==> src/rtl/ex_fwd_pipe_pkg.sv <==
// ============================================================================
// Module : ex_fwd_pipe_pkg
// Brief  : Shared widths, forward-select encoding and pipeline-register
//          layouts for the execute-side forwarding block.
// Rev    : 1.0  initial release
// ============================================================================
`default_nettype none

package ex_fwd_pipe_pkg;

   localparam int unsigned XLEN = 32;
   localparam int unsigned RA_W = 5;

   typedef enum logic [1:0] {
      FWD_RF  = 2'd0,
      FWD_EXM = 2'd1,
      FWD_MWB = 2'd2
   } fwd_sel_e;

   typedef struct packed {
      logic            valid;
      logic            reg_write;
      logic            is_load;
      logic [RA_W-1:0] rd;
      logic [XLEN-1:0] result;
   } exm_t;

   typedef struct packed {
      logic            valid;
      logic            reg_write;
      logic [RA_W-1:0] rd;
      logic [XLEN-1:0] result;
   } mwb_t;

   // A live producer that writes a non-zero rd matching the source address.
   function automatic logic dst_hit(input logic            valid,
                                    input logic            reg_write,
                                    input logic [RA_W-1:0] rd,
                                    input logic [RA_W-1:0] src);
      return valid & reg_write & (rd != '0) & (rd == src);
   endfunction

endpackage

`default_nettype wire

==> src/rtl/ex_fwd_pipe_if.sv <==
// ============================================================================
// Module : ex_fwd_pipe_if
// Brief  : ID/EX-side bus into the forwarding block and its ALU operand,
//          stall and write-back outputs.
// Rev    : 1.0  initial release
// ============================================================================
`default_nettype none

interface ex_fwd_pipe_if;
   import ex_fwd_pipe_pkg::*;

   logic            id_valid;
   logic [RA_W-1:0] id_rs1;
   logic [RA_W-1:0] id_rs2;
   logic [XLEN-1:0] id_rs1_data;
   logic [XLEN-1:0] id_rs2_data;
   logic [RA_W-1:0] id_rd;
   logic            id_reg_write;
   logic            id_is_load;
   logic [XLEN-1:0] alu_result;
   logic [XLEN-1:0] mem_rdata;
   logic            flush;

   logic [XLEN-1:0] op_a;
   logic [XLEN-1:0] op_b;
   logic [1:0]      fwd_a_sel;
   logic [1:0]      fwd_b_sel;
   logic            load_use_stall;
   logic            wb_we;
   logic [RA_W-1:0] wb_rd;
   logic [XLEN-1:0] wb_data;

   modport master (
      output id_valid, id_rs1, id_rs2, id_rs1_data, id_rs2_data, id_rd,
             id_reg_write, id_is_load, alu_result, mem_rdata, flush,
      input  op_a, op_b, fwd_a_sel, fwd_b_sel, load_use_stall,
             wb_we, wb_rd, wb_data
   );

   modport slave (
      input  id_valid, id_rs1, id_rs2, id_rs1_data, id_rs2_data, id_rd,
             id_reg_write, id_is_load, alu_result, mem_rdata, flush,
      output op_a, op_b, fwd_a_sel, fwd_b_sel, load_use_stall,
             wb_we, wb_rd, wb_data
   );

endinterface

`default_nettype wire

==> src/rtl/ex_fwd_pipe_fwd_sel_unit.sv <==
// ============================================================================
// Module : fwd_sel_unit
// Brief  : Per-operand hit detection and priority mux (EX/MEM > MEM/WB > RF).
// Rev    : 1.0  initial release
// ============================================================================
`default_nettype none

module fwd_sel_unit
   import ex_fwd_pipe_pkg::*;
(
   input  logic [RA_W-1:0] src,
   input  logic [XLEN-1:0] rf_data,
   input  exm_t            exm,
   input  mwb_t            mwb,
   output fwd_sel_e        sel,
   output logic [XLEN-1:0] op
);

   logic w_exm_hit;
   logic w_mwb_hit;

   // A load in EX/MEM has no data yet; that case is covered by the stall.
   assign w_exm_hit = dst_hit(exm.valid, exm.reg_write, exm.rd, src) & ~exm.is_load;
   assign w_mwb_hit = dst_hit(mwb.valid, mwb.reg_write, mwb.rd, src);

   always_comb begin
      sel = FWD_RF;
      op  = rf_data;
      if (w_exm_hit) begin
         sel = FWD_EXM;
         op  = exm.result;
      end else if (w_mwb_hit) begin
         sel = FWD_MWB;
         op  = mwb.result;
      end
   end

endmodule

`default_nettype wire

==> src/rtl/ex_fwd_pipe.sv <==
// ============================================================================
// Module : ex_fwd_pipe
// Brief  : EX/MEM and MEM/WB pipeline registers, operand forwarding,
//          load-use stall request and register-file write-back port.
// Rev    : 1.0  initial release
// ============================================================================
`default_nettype none

module ex_fwd_pipe
   import ex_fwd_pipe_pkg::*;
(
   input  logic          clk,
   input  logic          rst,
   ex_fwd_pipe_if.slave  bus
);

   exm_t            r_exm;
   mwb_t            r_mwb;
   logic            w_stall;
   logic [RA_W-1:0] w_src     [2];
   logic [XLEN-1:0] w_rf_data [2];
   fwd_sel_e        w_sel     [2];
   logic [XLEN-1:0] w_op      [2];

   assign w_src[0]     = bus.id_rs1;
   assign w_src[1]     = bus.id_rs2;
   assign w_rf_data[0] = bus.id_rs1_data;
   assign w_rf_data[1] = bus.id_rs2_data;

   generate
      for (genvar gi = 0; gi < 2; gi++) begin : g_opnd
         fwd_sel_unit u_fwd (
            .src     (w_src[gi]),
            .rf_data (w_rf_data[gi]),
            .exm     (r_exm),
            .mwb     (r_mwb),
            .sel     (w_sel[gi]),
            .op      (w_op[gi])
         );
      end
   endgenerate

   assign bus.op_a      = w_op[0];
   assign bus.op_b      = w_op[1];
   assign bus.fwd_a_sel = w_sel[0];
   assign bus.fwd_b_sel = w_sel[1];

   // Conservative: rs2 is matched even for instructions that do not read it.
   assign w_stall = bus.id_valid & r_exm.valid & r_exm.is_load &
                    (dst_hit(1'b1, r_exm.reg_write, r_exm.rd, bus.id_rs1) |
                     dst_hit(1'b1, r_exm.reg_write, r_exm.rd, bus.id_rs2));
   assign bus.load_use_stall = w_stall;

   always_ff @(posedge clk) begin
      if (rst) begin
         r_exm <= '0;
         r_mwb <= '0;
      end else begin
         r_exm.valid     <= bus.id_valid & ~bus.flush & ~w_stall;
         r_exm.reg_write <= bus.id_reg_write;
         r_exm.is_load   <= bus.id_is_load;
         r_exm.rd        <= bus.id_rd;
         r_exm.result    <= bus.alu_result;

         r_mwb.valid     <= r_exm.valid;
         r_mwb.reg_write <= r_exm.reg_write;
         r_mwb.rd        <= r_exm.rd;
         r_mwb.result    <= r_exm.is_load ? bus.mem_rdata : r_exm.result;
      end
   end

   assign bus.wb_we   = r_mwb.valid & r_mwb.reg_write & (r_mwb.rd != '0);
   assign bus.wb_rd   = r_mwb.rd;
   assign bus.wb_data = r_mwb.result;

endmodule

`default_nettype wire
==> src/flat_wrapper.sv <==
// flat-port wrapper written by rule: the top's interface ports become plain ports
module ex_fwd_pipe_flat import ex_fwd_pipe_pkg::*;
  (clk, rst, bus_id_valid, bus_id_rs1, bus_id_rs2, bus_id_rs1_data, bus_id_rs2_data, bus_id_rd, bus_id_reg_write, bus_id_is_load, bus_alu_result, bus_mem_rdata, bus_flush, bus_op_a, bus_op_b, bus_fwd_a_sel, bus_fwd_b_sel, bus_load_use_stall, bus_wb_we, bus_wb_rd, bus_wb_data);
  ex_fwd_pipe_if bus_i ();
  input  logic clk;
  input  logic rst;
  input wire logic [$bits(bus_i.id_valid)-1:0] bus_id_valid;
  input wire logic [$bits(bus_i.id_rs1)-1:0] bus_id_rs1;
  input wire logic [$bits(bus_i.id_rs2)-1:0] bus_id_rs2;
  input wire logic [$bits(bus_i.id_rs1_data)-1:0] bus_id_rs1_data;
  input wire logic [$bits(bus_i.id_rs2_data)-1:0] bus_id_rs2_data;
  input wire logic [$bits(bus_i.id_rd)-1:0] bus_id_rd;
  input wire logic [$bits(bus_i.id_reg_write)-1:0] bus_id_reg_write;
  input wire logic [$bits(bus_i.id_is_load)-1:0] bus_id_is_load;
  input wire logic [$bits(bus_i.alu_result)-1:0] bus_alu_result;
  input wire logic [$bits(bus_i.mem_rdata)-1:0] bus_mem_rdata;
  input wire logic [$bits(bus_i.flush)-1:0] bus_flush;
  output wire logic [$bits(bus_i.op_a)-1:0] bus_op_a;
  output wire logic [$bits(bus_i.op_b)-1:0] bus_op_b;
  output wire logic [$bits(bus_i.fwd_a_sel)-1:0] bus_fwd_a_sel;
  output wire logic [$bits(bus_i.fwd_b_sel)-1:0] bus_fwd_b_sel;
  output wire logic [$bits(bus_i.load_use_stall)-1:0] bus_load_use_stall;
  output wire logic [$bits(bus_i.wb_we)-1:0] bus_wb_we;
  output wire logic [$bits(bus_i.wb_rd)-1:0] bus_wb_rd;
  output wire logic [$bits(bus_i.wb_data)-1:0] bus_wb_data;
  assign bus_i.id_valid = bus_id_valid;
  assign bus_i.id_rs1 = bus_id_rs1;
  assign bus_i.id_rs2 = bus_id_rs2;
  assign bus_i.id_rs1_data = bus_id_rs1_data;
  assign bus_i.id_rs2_data = bus_id_rs2_data;
  assign bus_i.id_rd = bus_id_rd;
  assign bus_i.id_reg_write = bus_id_reg_write;
  assign bus_i.id_is_load = bus_id_is_load;
  assign bus_i.alu_result = bus_alu_result;
  assign bus_i.mem_rdata = bus_mem_rdata;
  assign bus_i.flush = bus_flush;
  assign bus_op_a = bus_i.op_a;
  assign bus_op_b = bus_i.op_b;
  assign bus_fwd_a_sel = bus_i.fwd_a_sel;
  assign bus_fwd_b_sel = bus_i.fwd_b_sel;
  assign bus_load_use_stall = bus_i.load_use_stall;
  assign bus_wb_we = bus_i.wb_we;
  assign bus_wb_rd = bus_i.wb_rd;
  assign bus_wb_data = bus_i.wb_data;
  ex_fwd_pipe u_core (.clk(clk), .rst(rst), .bus(bus_i));
endmodule
==> config.mk <==
export PLATFORM = sky130hd
export DESIGN_NAME = ex_fwd_pipe_flat
export DESIGN_NICKNAME = d
export VERILOG_FILES = /design/src/rtl/ex_fwd_pipe_pkg.sv /design/src/rtl/ex_fwd_pipe_if.sv /design/src/rtl/ex_fwd_pipe_fwd_sel_unit.sv /design/src/rtl/ex_fwd_pipe.sv /design/src/flat_wrapper.sv
export SDC_FILE = /design/constraint.sdc
export NUM_CORES = 1
export LEC_CHECK = 0
export ABC_AREA = 0
export BUFFER_PORTS_ARGS = -buffer_cell sky130_fd_sc_hd__clkbuf_2
export CAP_MARGIN = 15
export CORE_MARGIN = 10
export CORE_UTILIZATION = 28
export DETAILED_ROUTE_END_ITERATION = 6
export PLACE_DENSITY = 0.52
export SYNTH_ARGS = -nofsm -noshare
export SYNTH_HDL_FRONTEND = slang
export SYNTH_SLANG_ARGS = --single-unit
==> constraint.sdc <==
create_clock -name clk -period 2.41 [get_ports clk]
set_input_delay 0.241 -clock clk [delete_from_list [all_inputs] [get_ports clk]]
set_output_delay 0.241 -clock clk [all_outputs]
set_load 0.01 [all_outputs]
==> results.py <==
metrics = {
    "pwr": {
        "sw_frac_of_total_pct": 29.0,
        "intPower_w": 0.00264,
        "clock_power_share_pct": 40.8,
        "p_per_area_mw_per_mm2": 551,
        "netSwitchingPower_w": 0.00108,
        "combPwrFrac_pct": 20.1,
        "leakagePower_nw": 2.83,
        "power_frac_seq_pct": 39.1,
        "irDropWorstVdd_mv": 0.325,
    },
    "global_route": {
        "grt_use_total_pct": 20.2,
        "grt_pass1_vias": 5864,
        "antenna_found_initial": 0,
        "grt_max_degree": 38,
        "grt_pass1_wl_um": 35100,
        "grt-ovfl-total": 0,
    },
    "synth": {
        "synth-seq-area-share_pct": 32.8,
        "yosysWarnings": 0,
        "syn_inst": 605,
        "syn_avg_cell_area_um2": 7.97,
        "syn-cell-area_mm2": 0.00482,
        "syn_nets": 754,
        "synth_cell_type_count": 35,
        "ys_ff_latch": 79,
    },
    "timing": {
        "setup_viol": 3,
        "min_period_over_period_pct": 101,
        "timing.final.ws_setup_ps": -36.1,
        "skew_ps": 9.15,
        "finalSetupTns_ps": -81.0,
        "maxSlewViolCount": 0,
        "hold_viol": 0,
        "tightestPinTransition_ps": 627,
        "finalCriticalPeriod_ps": 2450,
        "slew-limit-headroom_pct": 58.2,
        "rsz0062_at_grt": "yes",
        "fmax_ghz": 0.409,
    },
    "outcome": {
        "status": "finished with violations",
        "violations": "setup timing",
    },
    "worst_setup_path": {
        "path_buf_inv": 2,
        "end_kind": "primary output",
        "slowest_delay_ps": 580,
        "critPathSlowestCell": "or4_4",
        "cp-start-kind": "flop",
        "cp_max_fo": 26,
        "cp.arrival_ps": 2210,
        "cp_top_family": "simple AND/OR/NAND/NOR gates",
        "crit_type": "reg -> out",
        "crit_required_ps": 2170,
        "crit_chain": "or4_4 -> o211ai_4 -> buf_12 -> o21ai_1 -> a31oi_1 -> buf_2",
    },
    "cts": {
        "clk_latency_ps": 350,
        "clockRootBuffer": "clkbuf_16",
        "cts_sinks": 79,
        "cts_buffer_depth": 2,
        "clk_pin_slew_worst_paths_ps": 60,
        "cts_tree": "done",
        "htree_levels": 3,
        "cts_buffers": 9,
    },
    "floorplan": {
        "dieArea_mm2": 0.0229,
        "row_count": 47,
        "start_util_pct": 28.8,
        "core-area_mm2": 0.0168,
        "ios": 256,
        "die_y_um": 151,
        "die_w_um": 151,
    },
    "placement": {
        "hpwlAfterDp_um": 18000,
        "pre_cts_slack_ps": 213,
        "numPlacedInstances": 1011,
        "portBuffers": 255,
        "place_congestion": 0.913,
    },
    "detailed_routing": {
        "routed_wl_um": 23600,
        "wire_per_inst_um": 22.8,
        "drc": 0,
        "vias_per_cell": 5.31,
        "antenna_left": 0,
        "first_pass_iters": 5,
        "first_iter_violations": 343,
        "num_vias": 5489,
    },
    "layout": {
        "areaGrowthSynthToFinish_pct": 39.7,
        "final_cell_mix": "clkbuf_2 (216), dfxtp_1 (71), a31oi_1 (64)",
        "fin_cells": 1033,
        "layout.cells.most_common": "clkbuf_2",
        "nets": 957,
        "num_antenna_cells": 0,
        "drive_gt1_share_pct": 42.7,
        "final_core_util_pct": 40.2,
    },
    "flow_run": {
        "cap_violations": 0,
    },
    "worst_hold_path": {
        "hold_path.class": "in -> reg",
    },
}
what timing repair did:
item | in CTS | in global routing
buffers inserted | 4 | 1
resized for setup | 37 | 61
endpoints found under the hold margin | 0 | 0
hold buffers | 0 | 0
gates cloned | 1 | 0
setup endpoints to repair | 66 | 66
pin swaps | 5 | 2
final timing paths:
kind,startpoint,depth (start not counted),to,slack [ps]
worst max-delay path,u_core.bus.wb_rd[0],6,bus_op_a[18],-40
worst min-delay path,bus_alu_result[8],2,u_core.r_exm[8],100
worst max register to register,u_core.r_exm[37],4,u_core.r_exm[39],780
worst min register to register,u_core.r_exm[39],1,u_core.r_mwb[38],490
worst reg2reg max path, delay by kind of cell (launching register included):
family | cells | cell delay, ps
AOI/OAI and AO/OA | 2 | 380
buffers and inverters | 1 | 510
DFF | 1 | 320
and+or+nand+nor | 1 | 310
sequential cells by signal, indices dropped and copies added, names as in the netlist:
signal	cells
u_core.bus.wb_data	32
u_core.r_exm	40
u_core.r_mwb	2
u_core.bus.wb_rd	5
cells by family after synthesis:
logic type / after synthesis / synth area share (%)
simple gates: 227 / 26.4
compound gates: 136 / 18.4
buf+inv: 111 / 12.2
flops: 79 / 32.8
mux: 32 / 6.64
xor+xnor: 20 / 3.63
cell usage after synthesis:
cell | count | area (µm²)
inv_1 | 2 | 7.51
nor4_1 | 32 | 200
and3b_1 | 1 | 8.76
xor2_1 | 9 | 78.8
buf_4 | 39 | 293
o211ai_2 | 2 | 25.0
or2_1 | 1 | 6.26
or4_1 | 1 | 7.51
nor3_1 | 34 | 170
o21ai_1 | 1 | 5.00
buf_2 | 17 | 85.1
o21ai_2 | 1 | 8.76
nand4_1 | 34 | 213
o21bai_4 | 1 | 18.8
nand3_1 | 33 | 165
xnor2_1 | 11 | 96.3
a31oi_1 | 64 | 400
dfxtp_1 | 79 | 1580
o21ai_0 | 32 | 160
o211a_1 | 2 | 20.0
and4_1 | 1 | 8.76
clkbuf_2 | 2 | 10.0
nand2_1 | 2 | 7.51
o31ai_1 | 32 | 240
buf_1 | 3 | 11.3
nor2b_1 | 46 | 288
clkbuf_1 | 47 | 176
o22a_1 | 1 | 8.76
inv_2 | 1 | 3.75
nor2_1 | 35 | 131
or2_2 | 1 | 6.26
or3_1 | 2 | 12.5
or4_4 | 2 | 22.5
nor4_2 | 2 | 25.0
mux2i_1 | 32 | 320
power by group through the flow:
stage | combinational [W] | clock (W) | sequential [W]
2_1_floorplan | 0.000406 | 0 | 0.00145
3_3_place_gp | 0.000722 | 0 | 0.00148
3_5_place_dp | 0.000725 | 0 | 0.00148
4_1_cts | 0.000745 | 0.00156 | 0.00145
5_1_grt | 0.000815 | 0.00160 | 0.00146
6_report | 0.000746 | 0.00151 | 0.00145
cell type report:
type	instances	area (µm²)
inverters	3	13.8
clock inverters	6	92.6
multi-input cells	415	2770
flip-flops and latches	79	1590
well taps	220	275
clock buffers	10	239
repair buffers	300	1750
fillers	1778	10000
per-stage QoR:
stage / total power (W) / area [µm²] / hold slack [ps]
CTS: 0.00375 / 6680 / 87.6
finish: 0.00371 / 6740 / 100
detailed placement: 0.00220 / 6210 / 453
global placement: 0.00220 / 6210 / 450
floorplan: 0.00185 / 4820 / 369
global route: 0.00388 / 6740 / 98.5
metal layers:
metal,part of all wire (%),wire length (µm),track usage (%),up-vias
li1,-,-,-,2629
met1,41,9670,24.2,2562
met2,47,11200,33.2,258
met3,9.3,2200,6.53,40
met4,2.3,545,6.93,0
met5,0,0,0,-
Power figures use the tool's default switching activity.
